===== src/rtl/pulse_evt_pkg.sv =====
// Shared types for the pulse event collector: output record layout and
// output-stage state encoding.
package pulse_evt_pkg;

  localparam int unsigned CH_W_MAX  = 5;
  localparam int unsigned CNT_W_MAX = 16;

  typedef enum logic {
    EMPTY = 1'b0,
    FULL  = 1'b1
  } out_state_e;

  // Fields are sized for the widest configuration; users slice what they need.
  typedef struct packed {
    logic [CH_W_MAX-1:0]  channel;
    logic [CNT_W_MAX-1:0] count;
    logic                 ovf;
  } evt_rec_t;

endpackage


===== src/rtl/rr_arbiter.sv =====
// Round-robin arbiter: one-hot grant of the first requester after the last
// granted index, with the last grant remembered across enabled cycles.
module rr_arbiter #(
  parameter int unsigned N = 4
) (
  input  logic         clk,
  input  logic         srst,
  input  logic [N-1:0] req,
  input  logic         en,
  output logic [N-1:0] grant
);

  localparam int unsigned W = $clog2(N);

  logic [W-1:0] r_last;
  logic [N-1:0] w_mask;
  logic [N-1:0] w_hi;
  logic [N-1:0] w_pick;
  logic [W-1:0] w_idx;

  // Prefer requesters above the last grant, else wrap to the lowest index.
  always_comb begin
    w_mask = '0;
    for (int unsigned i = 0; i < N; i++) begin
      w_mask[i] = (i > 32'(r_last));
    end
    w_hi   = req & w_mask;
    w_pick = (|w_hi) ? (w_hi & (~w_hi + N'(1))) : (req & (~req + N'(1)));
    grant  = en ? w_pick : '0;
    w_idx  = '0;
    for (int unsigned i = 0; i < N; i++) begin
      if (w_pick[i]) begin
        w_idx = W'(i);
      end
    end
  end

  always_ff @(posedge clk) begin
    if (srst) begin
      r_last <= W'(N - 1);
    end else if (|grant) begin
      r_last <= w_idx;
    end
  end

endmodule


===== src/rtl/pulse_event_collector.sv =====
// Collects per-channel event pulses into saturating counters and hands one
// coalesced record at a time to a valid/ready consumer, round-robin.
module pulse_event_collector
  import pulse_evt_pkg::*;
#(
  parameter  int unsigned NB_CHANNEL = 4,
  parameter  int unsigned CNT_W      = 8,
  localparam int unsigned CH_W       = $clog2(NB_CHANNEL)
) (
  input  logic                  aclk,
  input  logic                  srst,
  input  logic [NB_CHANNEL-1:0] pulse_i,
  output logic [NB_CHANNEL-1:0] pending_o,
  output logic                  tvalid_o,
  input  logic                  tready_i,
  output logic [CH_W-1:0]       tchannel_o,
  output logic [CNT_W-1:0]      tcount_o,
  output logic                  tovf_o
);

  logic [NB_CHANNEL-1:0] r_pending;
  logic [CNT_W-1:0]      r_cnt [NB_CHANNEL];
  logic [NB_CHANNEL-1:0] r_ovf;
  out_state_e            r_state;
  evt_rec_t              r_out;

  logic                  w_hs;
  logic                  w_can_load;
  logic                  w_load;
  logic [NB_CHANNEL-1:0] w_grant;
  evt_rec_t              w_rec;
  logic                  w_unused_rec;

  assign w_hs       = (r_state == FULL) && tready_i;
  assign w_can_load = (r_state == EMPTY) || w_hs;

  rr_arbiter #(
    .N (NB_CHANNEL)
  ) u_arb (
    .clk   (aclk),
    .srst  (srst),
    .req   (r_pending),
    .en    (w_can_load),
    .grant (w_grant)
  );

  assign w_load = |w_grant;

  // Mux the granted channel's counter state into a record.
  always_comb begin
    w_rec = '0;
    for (int unsigned ch = 0; ch < NB_CHANNEL; ch++) begin
      if (w_grant[ch]) begin
        w_rec.channel = CH_W_MAX'(ch);
        w_rec.count   = CNT_W_MAX'(r_cnt[ch]);
        w_rec.ovf     = r_ovf[ch];
      end
    end
  end

  always_ff @(posedge aclk) begin
    if (srst) begin
      r_pending <= '0;
      r_ovf     <= '0;
      for (int unsigned ch = 0; ch < NB_CHANNEL; ch++) begin
        r_cnt[ch] <= '0;
      end
      r_state <= EMPTY;
      r_out   <= '0;
    end else begin
      // A granted channel restarts from the pulse arriving in the same cycle.
      for (int unsigned ch = 0; ch < NB_CHANNEL; ch++) begin
        if (w_grant[ch]) begin
          r_pending[ch] <= pulse_i[ch];
          r_cnt[ch]     <= pulse_i[ch] ? CNT_W'(1) : '0;
          r_ovf[ch]     <= 1'b0;
        end else if (pulse_i[ch]) begin
          r_pending[ch] <= 1'b1;
          if (r_cnt[ch] == '1) begin
            r_ovf[ch] <= 1'b1;
          end else begin
            r_cnt[ch] <= r_cnt[ch] + CNT_W'(1);
          end
        end
      end

      if (w_load) begin
        r_state <= FULL;
        r_out   <= w_rec;
      end else if (w_hs) begin
        r_state <= EMPTY;
      end
    end
  end

  assign pending_o    = r_pending;
  assign tvalid_o     = (r_state == FULL);
  assign tchannel_o   = r_out.channel[CH_W-1:0];
  assign tcount_o     = r_out.count[CNT_W-1:0];
  assign tovf_o       = r_out.ovf;
  assign w_unused_rec = ^r_out;

endmodule


===== config.mk =====
export PLATFORM = sky130hd
export DESIGN_NAME = pulse_event_collector
export DESIGN_NICKNAME = d
export VERILOG_FILES = /design/src/rtl/pulse_evt_pkg.sv /design/src/rtl/rr_arbiter.sv /design/src/rtl/pulse_event_collector.sv
export SDC_FILE = /design/constraint.sdc
export NUM_CORES = 1
export LEC_CHECK = 0
export CORE_ASPECT_RATIO = 0.5
export CORE_UTILIZATION = 50
export DETAILED_ROUTE_END_ITERATION = 7
export PLACE_DENSITY = 0.73
export SKIP_LAST_GASP = 1
export SLEW_MARGIN = 5
export SYNTH_ARGS = -nofsm -noshare
export SYNTH_HDL_FRONTEND = slang
export SYNTH_SLANG_ARGS = --single-unit

===== constraint.sdc =====
create_clock -name aclk -period 2.1 [get_ports aclk]
set_input_delay 0.42 -clock aclk [delete_from_list [all_inputs] [get_ports aclk]]
set_output_delay 0.42 -clock aclk [all_outputs]
set_load 0.02 [all_outputs]

### Word-level counts from Yosys, hierarchy flattened

Memories as Yosys holds them, arrays and structs flattened.
Cells that the tools add are included.

* output and inout bits: 16
* input bits: 7
* bits in writable memories: 32
* word-level logic and storage cells: 123
* bits in registers: 22
* memories: 1

Memories
* r_cnt: depth 4, width 8, read ports 4, clocked after memory_dff 0, wr ports 4, RTL line pulse_event_collector.sv:22 `logic [CNT_W-1:0] r_cnt [NB_CHANNEL];`

* muxes and demuxes: 65
* reduce and logical (&&, ||, !) cells: 17
* equal/unequal tests: 4
* $lt $le $gt $ge: 3
* add/sub/neg operators: 6
* bitwise logic cells: 14

Operators with widths (number)
* $mux W8: 8
* $mux W1: 49
* $mux W19: 2
* $add A8 B1 Y8 const B: 4
* $eq A8 B8 Y1 const B: 4
* $mux W18: 1
* $and A4 B4 Y4: 3
* $reduce_bool A2 Y1: 5
* $mux W9: 1
* $add A4 B1 Y4 const B: 2
* $mux W4: 2
* $not A4 Y4: 2
* $or A1 B1 Y1: 8
* $reduce_and A2 Y1: 4
* $reduce_or A2 Y1: 4
* $reduce_or A4 Y1: 2
* $gt A2 B2 Y1 const A: 2
* $mux W2: 2
* $gt A1 B2 Y1 const A: 1
* $logic_and A1 B1 Y1: 1
* $logic_or A1 B1 Y1: 1
* $not A1 Y1: 1

### Longest topological paths before layout

Gate-level depths: netlist of run 1.

* depth in word-level cells: 12
* mapped depth: 7
* depth with buffers taken out: 6

### Cells and area by module

From an unflattened synthesis of run 1, not the netlist that was laid out.

* cells, all modules: 305
* area, all modules: 2945.3 um2

By module, submodules not included
* pulse_event_collector: sequential area each 1361.3 um2, area each 2732.6 um2, times used 1, cells an instance 276
* rr_arbiter: sequential area each 40.0 um2, area each 212.7 um2, times used 1, cells an instance 29

### Worst setup path before layout of run 1

Ideal clock, no wire load.

* path kind: register to register
* start point: reg r_pending[1], in the netlist pending_o[1]
* end point: mem r_cnt[3][0] (enable)
* data required time: 1.762 ns
* arrival: 1.783 ns
* cell stages (with the launch flop): 7
* library setup time: 0.338 ns
* setup slack: -0.021 ns
* path buffers: 1
* period minus slack after synthesis: 2.121 ns
* cell sequence: dfxtp_1 buf_4 and2b_1 nor3_1 o31a_2 a211o_1 nand3b_1

RTL lines
* start: declaration: RTL line pulse_event_collector.sv:21 `logic [NB_CHANNEL-1:0] r_pending;`
* start signal: indexed assignment: RTL line pulse_event_collector.sv:74 `r_pending[ch] <= pulse_i[ch];`
* end: declaration: RTL line pulse_event_collector.sv:22

==> results of run 1 <==
flip-flops by register name (all words and copies together), names as in the netlist:
register / count
tcount_o: 8
r_ovf: 4
tchannel_o: 2
u_arb.r_last: 2
pending_o: 4
r_cnt: 32
tvalid_o: 1
tovf_o: 1
cells by family (layout without fill, tap and decap cells):
logic type | count (synthesis) | after routing | synth area share [%]
compound gates | 43 | 43 | 12.5
buf+inv | 19 | 62 | 3.72
xor+xnor | 24 | 24 | 7.61
flops | 54 | 54 | 50.7
fa+ha+maj | 4 | 4 | 1.81
simple gates | 132 | 132 | 23.7
worst max-delay path, cell delays in order, from the launching register on:
cell,delay (ns)
sky130_fd_sc_hd__edfxtp_1,0.46
sky130_fd_sc_hd__ha_1,0.26
sky130_fd_sc_hd__nand2_1,0.09
sky130_fd_sc_hd__nor2_1,0.06
sky130_fd_sc_hd__and3_1,0.21
sky130_fd_sc_hd__or3_1,0.40
sky130_fd_sc_hd__nand2_1,0.12
sky130_fd_sc_hd__buf_12,0.13
metal layers:
layer | global-route usage [%] | up-vias | share of wire (%)
met4 | 6.16 | 0 | 0.79
li1 | - | 1080 | -
met2 | 38.9 | 62 | 46
met5 | 0 | - | 0
met1 | 31.3 | 1050 | 46
met3 | 5.71 | 8 | 7.0
final cells by class:
type,instances,share of cell area (%)
clock buffers,5,2.08
well taps,70,2.65
flip-flops and latches,54,42.5
clock inverters,3,0.492
repair buffers,49,13.6
inverters,5,0.568
multi-input cells,203,38.1
worst max path at each step:
stage / end / slack, ns
after floorplan: r_cnt[0][0]$_SDFFCE_PN0P_ / 0.04
after global placement: r_cnt[0][3]$_SDFFCE_PN0P_ / -0.17
after detailed placement: r_cnt[0][2]$_SDFFCE_PN0P_ / -0.19
after CTS: r_cnt[1][6]$_SDFFCE_PN0P_ / 0.07
after global routing: r_cnt[0][4]$_SDFFCE_PN0P_ / 0.009
final: r_cnt[0][5]$_SDFFCE_PN0P_ / 0.10
stage by stage:
stage / util, % / total power (W)
4_1_cts: 64.5 / 0.00255
6_report: 64.6 / 0.00254
5_1_grt: 64.6 / 0.00266
2_1_floorplan: - / 0.00173
3_5_place_dp: 62.9 / 0.00199
3_3_place_gp: 62.9 / 0.00197
synth_stat cells (all sizes together), types with 3 or more instances:
library cell	number	area share (%)
nor2	50	7.4
edfxtp	32	35
nand2	23	3.1
dfxtp	22	16
nand3	19	3.4
xor2	13	4.1
xnor2	11	3.5
a21oi	10	1.8
a222oi	9	3.3
a311oi	9	2.9
nor3	9	1.6
and3	8	2.2
buf	7	2.1
clkbuf	7	0.95
nand2b	6	1.4
inv	5	0.68
ha	4	1.8
nor2b	4	0.91
o21ai	4	0.72
and2	3	0.86
or3	3	0.68
where the power goes:
part / internal, W / total [W] / switching, W
registers: 0.00125 / 0.00137 / 0.000119
clock network: 0.000229 / 0.000571 / 0.000341
logic: 0.000286 / 0.000596 / 0.000311
timing repair:
item,4_1_cts,5_1_grt
buffers inserted,0,0
setup endpoints to repair,0,17
resized for setup,0,2
==> flow_summary.yaml, run 1 <==
global_routing:
  first_global_vias: 2037
  grt_first_pass_wirelength_um: 10100
  track_usage_pct: 23.4
  globalRoute.totalOverflow: 0
  grt_antenna_before_repair: 0
  grt_max_degree: 18
finish:
  most-common-layout-cells: "sky130_fd_sc_hd__nor2_1 (45), sky130_fd_sc_hd__edfxtp_1 (32), sky130_fd_sc_hd__buf_4 (25)"
  drive_above_1_share_pct: 16.0
  final_nets: 329
  fillCellCount: 411
  num_antenna_cells: 0
  multi_input_area_mm2: 0.00126
  areaGrowthSynthToFinish_pct: 19.6
  finalInstanceArea_mm2: 0.00330
  most_frequent_standard_cell_in_the_layout_excluding_fill_and_tap_cells: "sky130_fd_sc_hd__nor2_1"
  regArea_mm2: 0.00140
  final-instance-count-excl-fill: 389
sta:
  finalCriticalPeriod_ns: 2.00
  timing_worst_slew_pin_value_ns: 0.583
  timing.final.max_slew_violations: 0
  finClkSkew_ns: 0.00891
  maxSlewHeadroom_pct: 61.1
  final_critical_path_setup_slack_ns: 0.102
  hold_viol: 0
  grt_setup_unrepaired: "false"
  fin_tns_setup_ns: 0
  post-route-period-util_pct: 95.1
  final-setup-viol-count: 0
  fin_worst_hold_slack_ns: 0.494
  max_fclk_mhz: 501
synth:
  mappedNetlistNets: 287
  asyncSetResetFlopFracSynth_pct: 0
  cell_area_synth_mm2: 0.00276
  synth_enable_flop_cells: 32
  synth-seq-cells: 54
  syn_inst: 276
  synth.yosys.seq_area_share_pct: 50.7
  ys_types: 43
  postSynthAreaPerCell_um2: 10.0
  yosys_warnings: 0
  top_ff_cell_synth: "sky130_fd_sc_hd__edfxtp_1"
clocking:
  insertion_delay_ns: 0.31
  cts_tree: "built"
  maximum_clock_path_buffer_count: 2
  numCtsBuffers: 5
  htreeDepth: 2
  clock-sinks: 54
  cts-root-buf: "sky130_fd_sc_hd__clkbuf_8"
  hold_buffers: 0
  clkSlewWorstSetupHoldPaths_ns: 0.10
power:
  p_per_area_mw_per_mm2: 769
  max-vdd-ir-drop_mv: 0.412
  cellLeakagePower_nw: 1.22
worst_setup_path:
  worst_r2r_path_depth: 7
  cp_data_arrival_time_ns: 2.04
  worst_r2r_startpoint: "r_cnt[0][1]$_SDFFCE_PN0P_"
  critical_path.max_fanout: 8
  reg2reg_to: "r_cnt[0][5]$_SDFFCE_PN0P_"
  critical_path_required_ns: 2.14
  setup.worst_path.class: "flip-flop to flip-flop"
  ff2ff_setup_slack_ns: 0.10
  worstSetupStartpointType: "flip-flop"
  critical_path.startpoint: "r_cnt[0][1]$_SDFFCE_PN0P_"
  timing.critical_path.to_type: "flip-flop"
routing:
  total_drc_errors_in_the_routed_layout: 0
  via_count: 2200
  avgViaCountPerCell: 5.66
  drt_pre_antenna_iters: 5
  avgRoutedWirePerCell_um: 15.6
  route.final.wire_length_um: 6080
  detail-route-antenna-nets: 0
  dr.first_iter.drc_count: 206
placement:
  placement.cell_area_mm2: 0.00321
  place.gp.congestion: 0.841
  detailed_place_hpwl_um: 4620
  dpl.cell_count: 381
  pre_cts_slack_ns: -0.189
  io_buffers: 22
flow_run:
  max-cap-violations: 0
floorplanning:
  floorplan.die_area_mm2: 0.00584
  initial_core_util_pct: 54.0
  die_w_um: 107
  num_io_pins: 23
  rows: 18
  core_area_mm2: 0.00511
  chipHeight_um: 54.6
min_path:
  hold_class: "flip-flop to flip-flop"
  holdPathStages: 2
  whs_endpoint: "tovf_o$_SDFFE_PP0P_"
  holdCritStartpoint: "r_ovf[1]$_SDFFE_PP0P_"
outcome:
  run_status: "completed"
(Power assumes the default switching activity.)
==> inputs of run 2 (changes only) <==
--- a/config.mk
+++ b/config.mk
@@ -5,6 +5,7 @@
 export SDC_FILE = /design/constraint.sdc
 export NUM_CORES = 1
 export LEC_CHECK = 0
+export ABC_AREA = 1
 export CORE_ASPECT_RATIO = 0.5
 export CORE_UTILIZATION = 50
 export DETAILED_ROUTE_END_ITERATION = 7
==> flow_summary.yaml, run 2 <==
outcome:
  run_status: "completed"
finish:
  regArea_mm2: 0.00140
  finalCoreUtilization_pct: 62.9
  fillCellCount: 479
  most-common-layout-cells: "sky130_fd_sc_hd__nand2_1 (78), sky130_fd_sc_hd__nor2_1 (65), sky130_fd_sc_hd__inv_1 (46)"
  largest_reg_flops: 32
  areaGrowthSynthToFinish_pct: 19.2
  drive_above_1_share_pct: 11.0
  final_nets: 420
  most_frequent_standard_cell_in_the_layout_excluding_fill_and_tap_cells: "sky130_fd_sc_hd__nand2_1"
  multi_input_area_mm2: 0.00132
  num_antenna_cells: 0
  registers.top_by_ff_count: "r_cnt"
synth:
  post-synth-top-count-cell: "sky130_fd_sc_hd__nand2_1"
  ys_types: 30
  synth.area.top_cells: "sky130_fd_sc_hd__edfxtp_1 (33%), sky130_fd_sc_hd__dfxtp_1 (15%), sky130_fd_sc_hd__nand2_1 (9.9%), sky130_fd_sc_hd__nor2_1 (8.3%), sky130_fd_sc_hd__inv_1 (5.9%)"
  synth.yosys.seq_area_share_pct: 47.5
  postSynthAreaPerCell_um2: 8.04
  synthTopCellsByCount: "sky130_fd_sc_hd__nand2_1 (78), sky130_fd_sc_hd__nor2_1 (65), sky130_fd_sc_hd__inv_1 (46)"
  mappedNetlistNets: 378
  synth-seq-cells: 54
  top_ff_cell_synth: "sky130_fd_sc_hd__edfxtp_1"
  asyncSetResetFlopFracSynth_pct: 0
  syn_inst: 367
  synth_enable_flop_cells: 32
  yosys_warnings: 0
  synth.largest_area_cell: "sky130_fd_sc_hd__edfxtp_1"
  synth_largest_type_area_fraction_pct: 32.6
  cell_area_synth_mm2: 0.00295
power:
  power.total_w: 0.00342
  max-vdd-ir-drop_mv: 0.455
  cellLeakagePower_nw: 1.52
  p_per_area_mw_per_mm2: 974
floorplanning:
  die_w_um: 111
  rows: 19
  floorplan.die_area_mm2: 0.00623
  initial_core_util_pct: 52.8
  chipHeight_um: 56.3
  num_io_pins: 23
  core_area_mm2: 0.00559
sta:
  maxSlewHeadroom_pct: 61.6
  finalCriticalPeriod_ns: 1.90
  fin_worst_hold_slack_ns: 0.467
  hold_viol: 0
  grt_setup_unrepaired: "false"
  post-route-period-util_pct: 90.6
  finClkSkew_ns: 0.00935
  timing.final.max_slew_violations: 0
  final-setup-viol-count: 0
  timing_worst_slew_pin_value_ns: 0.576
  max_fclk_mhz: 526
  fin_tns_setup_ns: 0
clocking:
  maximum_clock_path_buffer_count: 2
  numCtsBuffers: 5
  cts_tree: "built"
  cts-root-buf: "sky130_fd_sc_hd__clkbuf_16"
  clock-sinks: 54
  post_cts_setup_driven_buffer_insertion_count: 0
  htreeDepth: 2
  insertion_delay_ns: 0.30
  post_cts_resized: 0
  hold_buffers: 0
  clkSlewWorstSetupHoldPaths_ns: 0.07
min_path:
  hold_class: "flip-flop to flip-flop"
routing:
  via_count: 2542
  dr.first_iter.drc_count: 110
  route.final.wire_length_um: 6670
  detail-route-antenna-nets: 0
  avgViaCountPerCell: 5.26
  avgRoutedWirePerCell_um: 13.8
  drt_pre_antenna_iters: 7
  total_drc_errors_in_the_routed_layout: 0
global_routing:
  first_global_vias: 2472
  track_usage_pct: 22.9
  grt_antenna_before_repair: 0
  globalRoute.totalOverflow: 0
  grt_first_pass_wirelength_um: 11300
  grt_max_degree: 17
worst_setup_path:
  worstSetupStartpointType: "flip-flop"
  critical_path_required_ns: 2.07
  critical_path.max_fanout: 9
  cp_data_arrival_time_ns: 1.87
  setup.worst_path.class: "flip-flop to flip-flop"
  timing.critical_path.to_type: "flip-flop"
placement:
  detailed_place_hpwl_um: 5130
  place.gp.congestion: 0.916
  io_buffers: 22
flow_run:
  max-cap-violations: 0
[run 2: through the flow]
stage / worst slack [ns] / std cells / area (um2)
after floorplan: 0.245 / 367 / 2950
after global placement: 0.0438 / 475 / 3370
after detailed placement: 0.00705 / 475 / 3370
after CTS: 0.210 / 483 / 3520
after global routing: 0.0620 / 483 / 3520
final: 0.198 / 483 / 3520
[run 2: critical path, cell delays in order (launching register included)]
cell and delay, ns:
sky130_fd_sc_hd__dfxtp_1 0.41, sky130_fd_sc_hd__inv_1 0.10, sky130_fd_sc_hd__nor2_1 0.11, sky130_fd_sc_hd__nand4_1 0.12
sky130_fd_sc_hd__nand2_2 0.20, sky130_fd_sc_hd__nand2_4 0.07, sky130_fd_sc_hd__nand2_1 0.08, sky130_fd_sc_hd__inv_1 0.07
sky130_fd_sc_hd__buf_4 0.14, sky130_fd_sc_hd__nand2_1 0.28
[run 2: layout make-up]
type | instances | area share (%)
Sequential cell | 54 | 39.9
Multi-Input combinational cell | 261 | 37.6
Timing Repair Buffer | 41 | 11.0
Inverter | 46 | 4.91
Clock buffer | 5 | 3.56
Tap cell | 73 | 2.60
Clock inverter | 3 | 0.463
[run 2: cells by family (layout without fill, tap and decap cells)]
group	Yosys count	after routing	synth area share (%)
compound gates	31	31	6.32
xor+xnor	15	15	4.45
fa+ha+maj	4	4	1.70
buf+inv	52	95	7.72
flops	54	54	47.5
simple gates	211	211	32.3
[run 2: final timing paths]
| kind | start | to | slack, ns | cells after the start |
|---|---|---|---|---|
| setup / recovery | pending_o[1]$_SDFFE_PP0P_ | r_cnt[1][7]$_SDFFCE_PN0P_ | 0.20 | 9 |
| hold / removal | r_ovf[0]$_SDFFE_PP0P_ | r_ovf[0]$_SDFFE_PP0P_ | 0.47 | 2 |
| setup reg to reg | pending_o[1]$_SDFFE_PP0P_ | r_cnt[1][7]$_SDFFCE_PN0P_ | 0.20 | 9 |
| hold reg to reg | r_ovf[0]$_SDFFE_PP0P_ | r_ovf[0]$_SDFFE_PP0P_ | 0.47 | 2 |
[run 2: where the power goes]
group | internal [W] | switching, W | total [W] | leakage, nW
clock | 0.000437 | 0.000387 | 0.000824 | 0.0672
combinational | 0.000456 | 0.000649 | 0.00111 | 0.924
sequential | 0.00134 | 0.000158 | 0.00149 | 0.527
total | 0.00223 | 0.00119 | 0.00342 | 1.52
[run 2: layer usage]
layer	vias to the layer above	GRT usage, %	wire, um
li1	1273	-	-
met2	63	37.0	3120
met1	1194	31.7	3130
met3	12	4.43	323
met5	-	0	0
met4	0	6.67	92
==> inputs of run 3 (changes only) <==
--- a/config.mk
+++ b/config.mk
@@ -8,8 +8,10 @@
 export ABC_AREA = 1
 export CORE_ASPECT_RATIO = 0.5
 export CORE_UTILIZATION = 50
+export CTS_CLUSTER_SIZE = 14
 export DETAILED_ROUTE_END_ITERATION = 7
-export PLACE_DENSITY = 0.73
+export GPL_ROUTABILITY_DRIVEN = 0
+export PLACE_DENSITY = 0.76
 export SKIP_LAST_GASP = 1
 export SLEW_MARGIN = 5
 export SYNTH_ARGS = -nofsm -noshare
==> flow_summary.yaml, run 3 (synthesis results as in run 2) <==
sta:
  timing.final.max_slew_violations: 0
  final_critical_path_setup_slack_ns: 0.203
  maxSlewHeadroom_pct: 65.4
  max_fclk_mhz: 527
  timing_worst_slew_pin_value_ns: 0.520
  hold_viol: 0
  finalCriticalPeriod_ns: 1.90
  finClkSkew_ns: 0.00620
  final-setup-viol-count: 0
  grt_setup_unrepaired: "false"
  post-route-period-util_pct: 90.3
worst_setup_path:
  worstSetupStartpointType: "flip-flop"
  critical_path_required_ns: 2.05
  timing.critical_path.to_type: "flip-flop"
  cp_data_arrival_time_ns: 1.85
  setup.worst_path.class: "flip-flop to flip-flop"
  critical_path.max_fanout: 9
  worst_r2r_path_depth: 9
routing:
  detail-route-antenna-nets: 0
  total_drc_errors_in_the_routed_layout: 0
  via_count: 2524
  route.final.wire_length_um: 6540
  drt_pre_antenna_iters: 5
  dr.first_iter.drc_count: 172
  avgViaCountPerCell: 5.23
  avgRoutedWirePerCell_um: 13.5
floorplanning:
  num_io_pins: 23
  initial_core_util_pct: 52.8
  die_w_um: 111
  chipHeight_um: 56.3
  rows: 19
  floorplan.die_area_mm2: 0.00623
  core_area_mm2: 0.00559
clocking:
  insertion_delay_ns: 0.29
  htreeDepth: 2
  maximum_clock_path_buffer_count: 2
  clock-sinks: 54
  hold_buffers: 0
  numCtsBuffers: 5
  post_cts_setup_driven_buffer_insertion_count: 0
  cts-root-buf: "sky130_fd_sc_hd__clkbuf_16"
  post_cts_resized: 0
  clkSlewWorstSetupHoldPaths_ns: 0.07
  cts_tree: "built"
finish:
  most-common-layout-cells: "sky130_fd_sc_hd__nand2_1 (78), sky130_fd_sc_hd__nor2_1 (65), sky130_fd_sc_hd__inv_1 (46)"
  final-instance-count-excl-fill: 483
  registers.top_by_ff_count: "r_cnt"
  num_antenna_cells: 0
  final_nets: 420
  most_frequent_standard_cell_in_the_layout_excluding_fill_and_tap_cells: "sky130_fd_sc_hd__nand2_1"
  areaGrowthSynthToFinish_pct: 19.0
  largest_reg_flops: 32
  drive_above_1_share_pct: 11.0
placement:
  detailed_place_hpwl_um: 5100
  dpl.cell_count: 475
  pre_cts_slack_ns: -0.0393
  io_buffers: 22
min_path:
  holdPathStages: 2
  hold_class: "flip-flop to flip-flop"
power:
  cellLeakagePower_nw: 1.52
  p_per_area_mw_per_mm2: 980
  max-vdd-ir-drop_mv: 0.545
global_routing:
  first_global_vias: 2347
  track_usage_pct: 22.4
  grt_antenna_before_repair: 0
  grt_max_degree: 16
  grt_first_pass_wirelength_um: 11000
  globalRoute.totalOverflow: 0
outcome:
  run_status: "completed"
flow_run:
  max-cap-violations: 0
## run 3: changes by cell type in the layout (fill, tap and decap cells not counted)
cell,change
sky130_fd_sc_hd__buf_12,-1
sky130_fd_sc_hd__buf_4,+1
sky130_fd_sc_hd__clkbuf_1,+1
sky130_fd_sc_hd__clkbuf_8,+1
sky130_fd_sc_hd__clkinv_1,-1
sky130_fd_sc_hd__clkinvlp_4,-1
## run 3: per-layer routing
layer	wire length (um)	vias to the layer above	track usage, %
li1	-	1276	-
met1	3100	1187	30.9
met2	3090	56	37.5
met3	301	5	3.56
met4	57	0	5.33
met5	0	-	0
## run 3: layout make-up
cell class / count / area [um2]
fill: 457 / 2080
sequential: 54 / 1400
multi-input combinational: 261 / 1320
timing repair buffer: 41 / 375
inverter: 46 / 173
clock buffer: 7 / 143
tap: 73 / 91.3
clock inverter: 1 / 5.00
## run 3: worst max-delay path, stage by stage (launching register included)
cell and delay [ns]:
sky130_fd_sc_hd__dfxtp_1 0.39, sky130_fd_sc_hd__inv_1 0.10, sky130_fd_sc_hd__nor2_1 0.09, sky130_fd_sc_hd__nand4_1 0.13, sky130_fd_sc_hd__nand2_2 0.20, sky130_fd_sc_hd__nand2_4 0.07, sky130_fd_sc_hd__nand2_1 0.08, sky130_fd_sc_hd__inv_1 0.07
sky130_fd_sc_hd__buf_4 0.14, sky130_fd_sc_hd__nand2_1 0.29
## run 3: report_power, final
part	internal [W]	total, W	switching [W]	leakage (nW)
clock network	0.000474	0.000843	0.000369	0.0739
registers	0.00134	0.00149	0.000157	0.527
logic	0.000450	0.00110	0.000652	0.919
## run 3: worst paths after layout
kind,start,end,slack [ns]
min reg2reg,tchannel_o[1]$_SDFFE_PP0P_,tchannel_o[1]$_SDFFE_PP0P_,0.47
max,pending_o[1]$_SDFFE_PP0P_,r_cnt[1][2]$_SDFFCE_PN0P_,0.20
max reg2reg,pending_o[1]$_SDFFE_PP0P_,r_cnt[1][2]$_SDFFCE_PN0P_,0.20
min,tchannel_o[1]$_SDFFE_PP0P_,tchannel_o[1]$_SDFFE_PP0P_,0.47
## run 3: per-stage QoR
| stage | instance area (um2) | hold slack (ns) | TNS, ns | utilization (%) | power [W] |
|---|---|---|---|---|---|
| after global placement | 3360 | 0.451 | 0 | 60.2 | 0.00257 |
| final | 3510 | 0.466 | 0 | 62.8 | 0.00344 |
| after floorplan | 2950 | 0.429 | 0 | - | 0.00218 |
| after detailed placement | 3360 | 0.453 | -0.438 | 60.2 | 0.00261 |
| after global routing | 3510 | 0.488 | 0 | 62.8 | 0.00364 |
| after CTS | 3510 | 0.466 | 0 | 62.8 | 0.00344 |
